File: src/rtl/uart_rx_cfg.sv
// rtl/uart_rx_cfg.sv - runtime-configurable UART receiver with one-byte valid/ready holding register
`timescale 1ns/1ps
module uart_rx_cfg #(
    parameter int DIV_W       = 16,
    parameter int SYNC_STAGES = 2
) (
    input  logic             clock,
    input  logic             reset,
    input  logic             ser_in,
    input  logic [DIV_W-1:0] baud_div,
    input  logic [1:0]       cfg_nbits,
    input  logic             cfg_parity_en,
    input  logic             cfg_parity_odd,
    input  logic             cfg_nstops,
    output logic [7:0]       rx_data,
    output logic [3:0]       rx_status,
    output logic             rx_valid,
    input  logic             rx_ready,
    output logic             err_falsestart
);

    typedef enum logic [2:0] {IDLE, START, DATA, PARITY, STOP1, STOP2} state_t;

    state_t                 state;
    logic [SYNC_STAGES-1:0] sync_q;
    logic                   ser_s;
    logic                   ser_prev;
    logic [DIV_W-1:0]       tick_cnt;
    logic [DIV_W-1:0]       div_last;
    logic                   tick;
    logic                   start_edge;
    logic                   mid;
    logic [3:0]             bit_tick;
    logic [2:0]             bit_idx;
    logic [2:0]             last_idx;
    logic                   par_en_q;
    logic                   par_odd_q;
    logic                   nstops_q;
    logic [7:0]             data_q;
    logic                   badpar_q;
    logic                   badstop_q;
    logic                   done_q;
    logic                   overrun;

    assign ser_s      = sync_q[SYNC_STAGES-1];
    assign div_last   = (baud_div == '0) ? '0 : baud_div - DIV_W'(1);
    assign tick       = (tick_cnt == div_last);
    assign start_edge = (state == IDLE) && ser_prev && !ser_s;
    assign mid        = tick && (bit_tick == 4'd7);
    assign overrun    = rx_valid && !rx_ready;

    // Idle-high line: synchroniser and edge history reset to 1 so reset release is not a start edge.
    always_ff @(posedge clock or posedge reset) begin
        if (reset) begin
            sync_q   <= '1;
            ser_prev <= 1'b1;
        end else begin
            sync_q   <= {sync_q[SYNC_STAGES-2:0], ser_in};
            ser_prev <= ser_s;
        end
    end

    always_ff @(posedge clock or posedge reset) begin
        if (reset) begin
            tick_cnt <= '0;
        end else if (start_edge || tick) begin
            tick_cnt <= '0;
        end else begin
            tick_cnt <= tick_cnt + DIV_W'(1);
        end
    end

    // States advance at each mid-bit sample; the next sample is then exactly 16 ticks later.
    always_ff @(posedge clock or posedge reset) begin
        if (reset) begin
            state          <= IDLE;
            bit_tick       <= '0;
            bit_idx        <= '0;
            last_idx       <= '0;
            par_en_q       <= 1'b0;
            par_odd_q      <= 1'b0;
            nstops_q       <= 1'b0;
            data_q         <= '0;
            badpar_q       <= 1'b0;
            badstop_q      <= 1'b0;
            done_q         <= 1'b0;
            err_falsestart <= 1'b0;
        end else begin
            err_falsestart <= 1'b0;
            done_q         <= 1'b0;
            if (state != IDLE && tick) begin
                bit_tick <= bit_tick + 4'd1;
            end
            case (state)
                IDLE: begin
                    if (start_edge) begin
                        state     <= START;
                        bit_tick  <= '0;
                        bit_idx   <= '0;
                        last_idx  <= 3'd4 + {1'b0, cfg_nbits};
                        par_en_q  <= cfg_parity_en;
                        par_odd_q <= cfg_parity_odd;
                        nstops_q  <= cfg_nstops;
                        data_q    <= '0;
                        badpar_q  <= 1'b0;
                        badstop_q <= 1'b0;
                    end
                end
                START: begin
                    if (mid) begin
                        if (ser_s) begin
                            err_falsestart <= 1'b1;
                            state          <= IDLE;
                        end else begin
                            state <= DATA;
                        end
                    end
                end
                DATA: begin
                    if (mid) begin
                        data_q[bit_idx] <= ser_s;
                        if (bit_idx == last_idx) begin
                            state <= par_en_q ? PARITY : STOP1;
                        end else begin
                            bit_idx <= bit_idx + 3'd1;
                        end
                    end
                end
                PARITY: begin
                    if (mid) begin
                        badpar_q <= ((^data_q) ^ ser_s) != par_odd_q;
                        state    <= STOP1;
                    end
                end
                STOP1: begin
                    if (mid) begin
                        if (!ser_s) begin
                            badstop_q <= 1'b1;
                        end
                        if (nstops_q) begin
                            state <= STOP2;
                        end else begin
                            state  <= IDLE;
                            done_q <= 1'b1;
                        end
                    end
                end
                STOP2: begin
                    if (mid) begin
                        if (!ser_s) begin
                            badstop_q <= 1'b1;
                        end
                        state  <= IDLE;
                        done_q <= 1'b1;
                    end
                end
                default: state <= IDLE;
            endcase
        end
    end

    always_ff @(posedge clock or posedge reset) begin
        if (reset) begin
            rx_data   <= '0;
            rx_status <= '0;
            rx_valid  <= 1'b0;
        end else if (done_q) begin
            rx_data   <= data_q;
            rx_status <= {overrun, badstop_q, badpar_q, !(badpar_q || badstop_q || overrun)};
            rx_valid  <= 1'b1;
        end else if (rx_valid && rx_ready) begin
            rx_valid <= 1'b0;
        end
    end

endmodule
File: config.mk
export PLATFORM = sky130hd
export DESIGN_NAME = uart_rx_cfg
export DESIGN_NICKNAME = d
export VERILOG_FILES = /design/src/rtl/uart_rx_cfg.sv
export SDC_FILE = /design/constraint.sdc
export NUM_CORES = 1
export LEC_CHECK = 0
export BUFFER_PORTS_ARGS = -buffer_cell sky130_fd_sc_hd__buf_2
export CAP_MARGIN = 20
export CELL_PAD_IN_SITES_DETAIL_PLACEMENT = 1
export CELL_PAD_IN_SITES_GLOBAL_PLACEMENT = 1
export CORE_ASPECT_RATIO = 0.5
export CORE_MARGIN = 5
export CORE_UTILIZATION = 49
export CTS_CLUSTER_DIAMETER = 200
export DETAILED_ROUTE_END_ITERATION = 16
export PLACE_DENSITY_LB_ADDON = 0.1
export SYNTH_ARGS = -nofsm -noshare
export SYNTH_HDL_FRONTEND = slang
export SYNTH_SLANG_ARGS = --single-unit
File: constraint.sdc
create_clock -name clock -period 6.8 [get_ports clock]
set_clock_uncertainty 0.1 [all_clocks]
set_input_delay 0.68 -clock clock [delete_from_list [all_inputs] [get_ports clock]]
set_output_delay 0.68 -clock clock [all_outputs]
set_load 0.05 [all_outputs]
---- Word level (Yosys, flattened, before mapping) ----
Cells that the tools add are included.
storage, ports and cells
  register bits ........................... 60
  logic and storage cells ................. 114
  bits of input ports ..................... 25
  output and inout port bits .............. 14
cells by class
  reduce and logical (&&, ||, !) cells .... 28
  bitwise operators ....................... 1
  eq/ne operators ......................... 19
  mux-type cells .......................... 41
  order comparisons ....................... 2
  add/sub/neg operators ................... 5
operator list
  operator                                              count
  two-way mux 3 bit                                     12
  two-way mux 16 bit                                    2
  != test 2 bit (second input constant)                 9
  case mux 3 bit (6 select lines)                       1
  adder 16 x 1 -> 16 bit (second input constant)        1
  equality test 16 bit                                  1
  logical NOT 16 bit                                    1
  two-way mux 8 bit                                     2
  case mux 8 bit (2 select lines)                       1
  subtractor 16 x 1 -> 16 bit (second input constant)   1
  two-way mux 1 bit                                     13
  two-way mux 4 bit                                     3
  bitwise mux 8 bit                                     1
  AND reduction 4 bit                                   2
  nonzero test 2 bit                                    4
  parity 8 bit                                          1
  logical AND 1 bit                                     7
  AND reduction 7 bit                                   1
  equality test 3 x 2 -> 1 bit (second input constant)  2
  equality test 3 bit (second input constant)           2
  case mux 1 bit (2 select lines)                       3
  case mux 3 bit (2 select lines)                       1
  AND reduction 3 bit                                   2
  adder 4 x 1 -> 4 bit (second input constant)          1
  other kinds (18)                                      22

---- Depth between registers and ports, before layout ----
  depth in word-level cells ............... 7
  mapped depth ............................ 12
  gate-level depth less buffers ........... 10

---- Worst setup path before layout ----
OpenSTA, ideal clock, no wires.
  kind .................................... input-to-reg
  from .................................... in baud_div[0]
  to ...................................... reg state[1]
  data arrival time ....................... 3.203 ns
  cell stages on the path ................. 10
  path slack .............................. 3.394 ns
  setup time .............................. 0.104 ns
  path buffers ............................ 0
  data required time ...................... 6.596 ns
  path through ............................ inv_1 > ha_1 > nor3b_1 > nand4_2 > or4_1 > o31ai_1 > or2_1 > nand4_2 > or4b_4 > o41ai_2
on the way
  longest elaborated chain between the ends .. 6
  elaborated cells on any way between the ends .. 11
  classes of those cells .................. add/sub (1); eq/ne (6); mux (1); reduce/logical (3)
RTL lines
  item                                                               line  text
  start: declaration                                                 10    input logic [DIV_W-1:0] baud_div,
  subtractor 16 x 1 -> 16 bit or logical NOT 16 bit (tied branches)  46    assign div_last = (baud_div == '0) ? '0 : baud_div - DIV_W'(1);
  two-way mux 16 bit (*)                                             46
  equality test 16 bit (*)                                           47    assign tick = (tick_cnt == div_last);
  logical AND 1 bit (*)                                              49    assign mid = tick && (bit_tick == 4'd7);
  != test 2 bit (no line)                                            --
  AND reduction 7 bit (no line) (*)                                  --
  end signal: assignment                                             123   state <= par_en_q ? PARITY : STOP1;
  end: declaration                                                   24    state_t state;
Mark *: on every way between the ends. The rest lies on a longest branch, timed or not.
A chain may end at the register's enable or synchronous reset.

---- Worst setup path in the final report ----
  from .................................... in baud_div[0]
  to ...................................... reg state[0]
The elaborated chain is that of the path after synthesis.

==> out/qor.csv <==
stage,metric,value,unit
run_status,status,finished clean,
cells_and_area,Layout fillers,855,
clock_tree,H-tree depth,3,
grt,total track usage,21.16,%
yosys,Post-Syn Area,3670,sq um
sta,fin crit period,3.848,ns
yosys,Synth async-reset ratio,100.0,%
placed_design,Inst Count DP,513,
route,Final ANT Viol Nets,0,
yosys,cell accounting for the most synthesized area,dfrtp_1,
critical_path,Critical Path RT,6.88,ns
pwr,Lkg Pwr,0.001964,uW
cells_and_area,Post-Layout Cell Count,529,
clock_tree,CTS tree,yes,
route,WL/cell,17.92,microns
sta,fmax,259.9,MHz
placed_design,port buffer count,38,
sta,Slew @ Worst Pin,0.8573,ns
sta,fin. max-slew vios,0,
clock_tree,clock slew at reported path FFs,0.06,ns
cells_and_area,"Area growth, synth to finish",14.42,%
job,max cap viols,0,
sta,Final setup viols,0,
route,vias,3062,
critical_path,Crit. End Element,register,
yosys,top_reg_cell synth,dfrtp_1,
yosys,syn nets,423,
sta,RSZ-0062 raised after global routing,no,
placed_design,placed inst area,3921,sq um
yosys,Synth Area per Inst,9.314,sq um
pwr,Pwr Density,250.8,nW/um^2
min_path,Hold Crit Class,reg2reg,
placed_design,Final GP Congestion,0.8501,
sta,relative slew slack,42.84,%
floorplan,# rows,22,
clock_tree,CTS max path bufs,2,
floorplan,die height,71.20,microns
route,vias per cell,5.788,
critical_path,Crit Path Category,in2reg,
yosys,#FFs+latches synth,60,
clock_tree,# clock sinks,60,
pwr,peak supply drop,153.8,uV
clock_tree,worst-skew pair later-pin latency,0.32,ns
floorplan,Die ar.,9425,sq um
route,routed wire length,9.479,mm
sta,Final period util,56.58,%
yosys,synth top area cells,"dfrtp_1 (39%), xnor2_1 (5.0%), xor2_1 (4.8%)",
route,Detailed Route Iter0 Violations,118,
grt,vias in the first global route,3311,
cells_and_area,n_diodes,0,
yosys,Yosys top cell area share,38.87,%
floorplan,count of boundary I/O pins,39,
placed_design,DP HPWL,6.926,mm
critical_path,CP startpoint kind,input pin,
yosys,"Warnings, synthesis",0,
sta,Final Hold Fails,0,
grt,initial antenna violation count,0,
cells_and_area,most frequent cells in the layout,"dfrtp_1 (57), nand2_1 (42), nor2_1 (38), buf_2 (38), xnor2_1 (21)",
route,drt drc,0,
clock_tree,root buf cell,clkbuf_16,
grt,largest net degree at the start of global routing,61,
yosys,Synth cell types,62,
yosys,post-synthesis sequential area ratio,41.02,%
floorplan,Starting Density,50.31,%
sta,Setup TNS Final,0,ns
critical_path,Worst Path Max Fanout,16,
cells_and_area,fin nets,457,
floorplan,Die Wd,132.4,microns
clock_tree,CTS buffer count,9,
floorplan,core footprint,7295,sq um
critical_path,reg2reg setup slack,3.75,ns
clock_tree,post_cts resized,0,
grt,GRT Residual Overflow,0,
critical_path,Critical Path AT,3.93,ns
cells_and_area,design area,4199,sq um
cells_and_area,share of cells above drive strength 1,20.79,%
grt,global-route wire length before repair,16.40,mm
yosys,Post-synth EDFFs,0,
cells_and_area,"most common cell after layout, fill and taps aside",dfrtp_1,
clock_tree,"Hold-fix buffers, CTS",0,
route,Detailed Routing Iterations Pass 1,4,
clock_tree,setup repair bufs after CTS,0,
yosys,Cells after Synth,394,
## layout make-up
type	count	area (sq um)	area share, %
timing repair buffer	40	205.2	4.887
sequential	60	1505	35.85
inverter	13	48.80	1.162
multi-input combinational	304	2042	48.63
tap	96	120.1	2.861
clock buffer	9	225.2	5.364
clock inverter	7	52.55	1.251
## metrics by stage
stage	setup WS (ns)	hold WS (ns)	util [%]	power, uW
finish	2.952	0.2628	57.56	1053
global placement	2.892	0.2453	53.76	627.9
floorplan	3.394	0.2452	-	581.9
global route	2.710	0.2635	57.56	1112
detailed placement	2.706	0.2549	53.76	640.9
CTS	2.954	0.2579	57.56	1061
## cells in the mapped netlist, drive strengths merged (3+ instances only)
cell type  number
clkbuf          9
inv            12
dfrtp          57
ha              4
nand3          20
a31oi           3
buf             8
or2             4
nor3           16
and3            8
dfstp           3
nor4            9
a21oi          13
or4             4
a22oi           3
nand2          43
nand4          10
o21ai           8
xnor2          21
nor2           38
nand2b         10
mux2i          15
xor2           20
mux2           12
nor2b           3
o31ai           5
a211oi          3
or3             4
## worst max-delay path: stages
cell and delay [ns]:
buf_2 0.12, inv_1 0.07, ha_1 0.19, or3b_1 0.45
nor4_4 0.53, nand2_2 0.16, o311ai_2 0.35, o2111ai_1 0.17
and4bb_1 0.66, nor3_1 0.10, a2111oi_1 0.44
## kinds of logic (layout without fill, tap and decap cells)
family,count (synthesis),after routing,synth area share (%)
AOI/OAI and AO/OA,52,52,10.13
DFF,60,60,41.02
xor gates and xnor gates,41,41,9.785
buffers and inverters,30,69,3.341
muxes,27,27,7.774
and+or+nand+nor,180,180,26.59
adders and majority gates,4,4,1.364
## final timing paths
path / from / depth (start not counted) / endpoint
max: baud_div[0] / 11 / state[0]
min: sync_q[0] / 0 / sync_q[1]
max reg2reg: tick_cnt[3] / 8 / state[0]
min reg2reg: sync_q[0] / 0 / sync_q[1]
max in group asynchronous: reset / 3 / state[2]
min in group asynchronous: reset / 3 / tick_cnt[5]
## registers in the layout (all words and copies together) (netlist names), 2 cells and up
name and flops:
data_q 8, sync_q 2, bit_tick 4, rx_data 8
rx_status 4, tick_cnt 16, last_idx 3, bit_idx 3
state 3
## layer usage
metal,track usage [%],up-vias,part of all wire (%)
li1,-,1469,-
met1,27.38,1514,46
met2,37.15,68,49
met3,4.403,11,3.6
met4,4.289,0,0.90
met5,0,-,0
## power breakdown
part | switching [uW] | internal, uW
clock | 170 | 248
combinational | 100 | 82.7
sequential | 56.4 | 396
(Power assumes the default switching activity.)
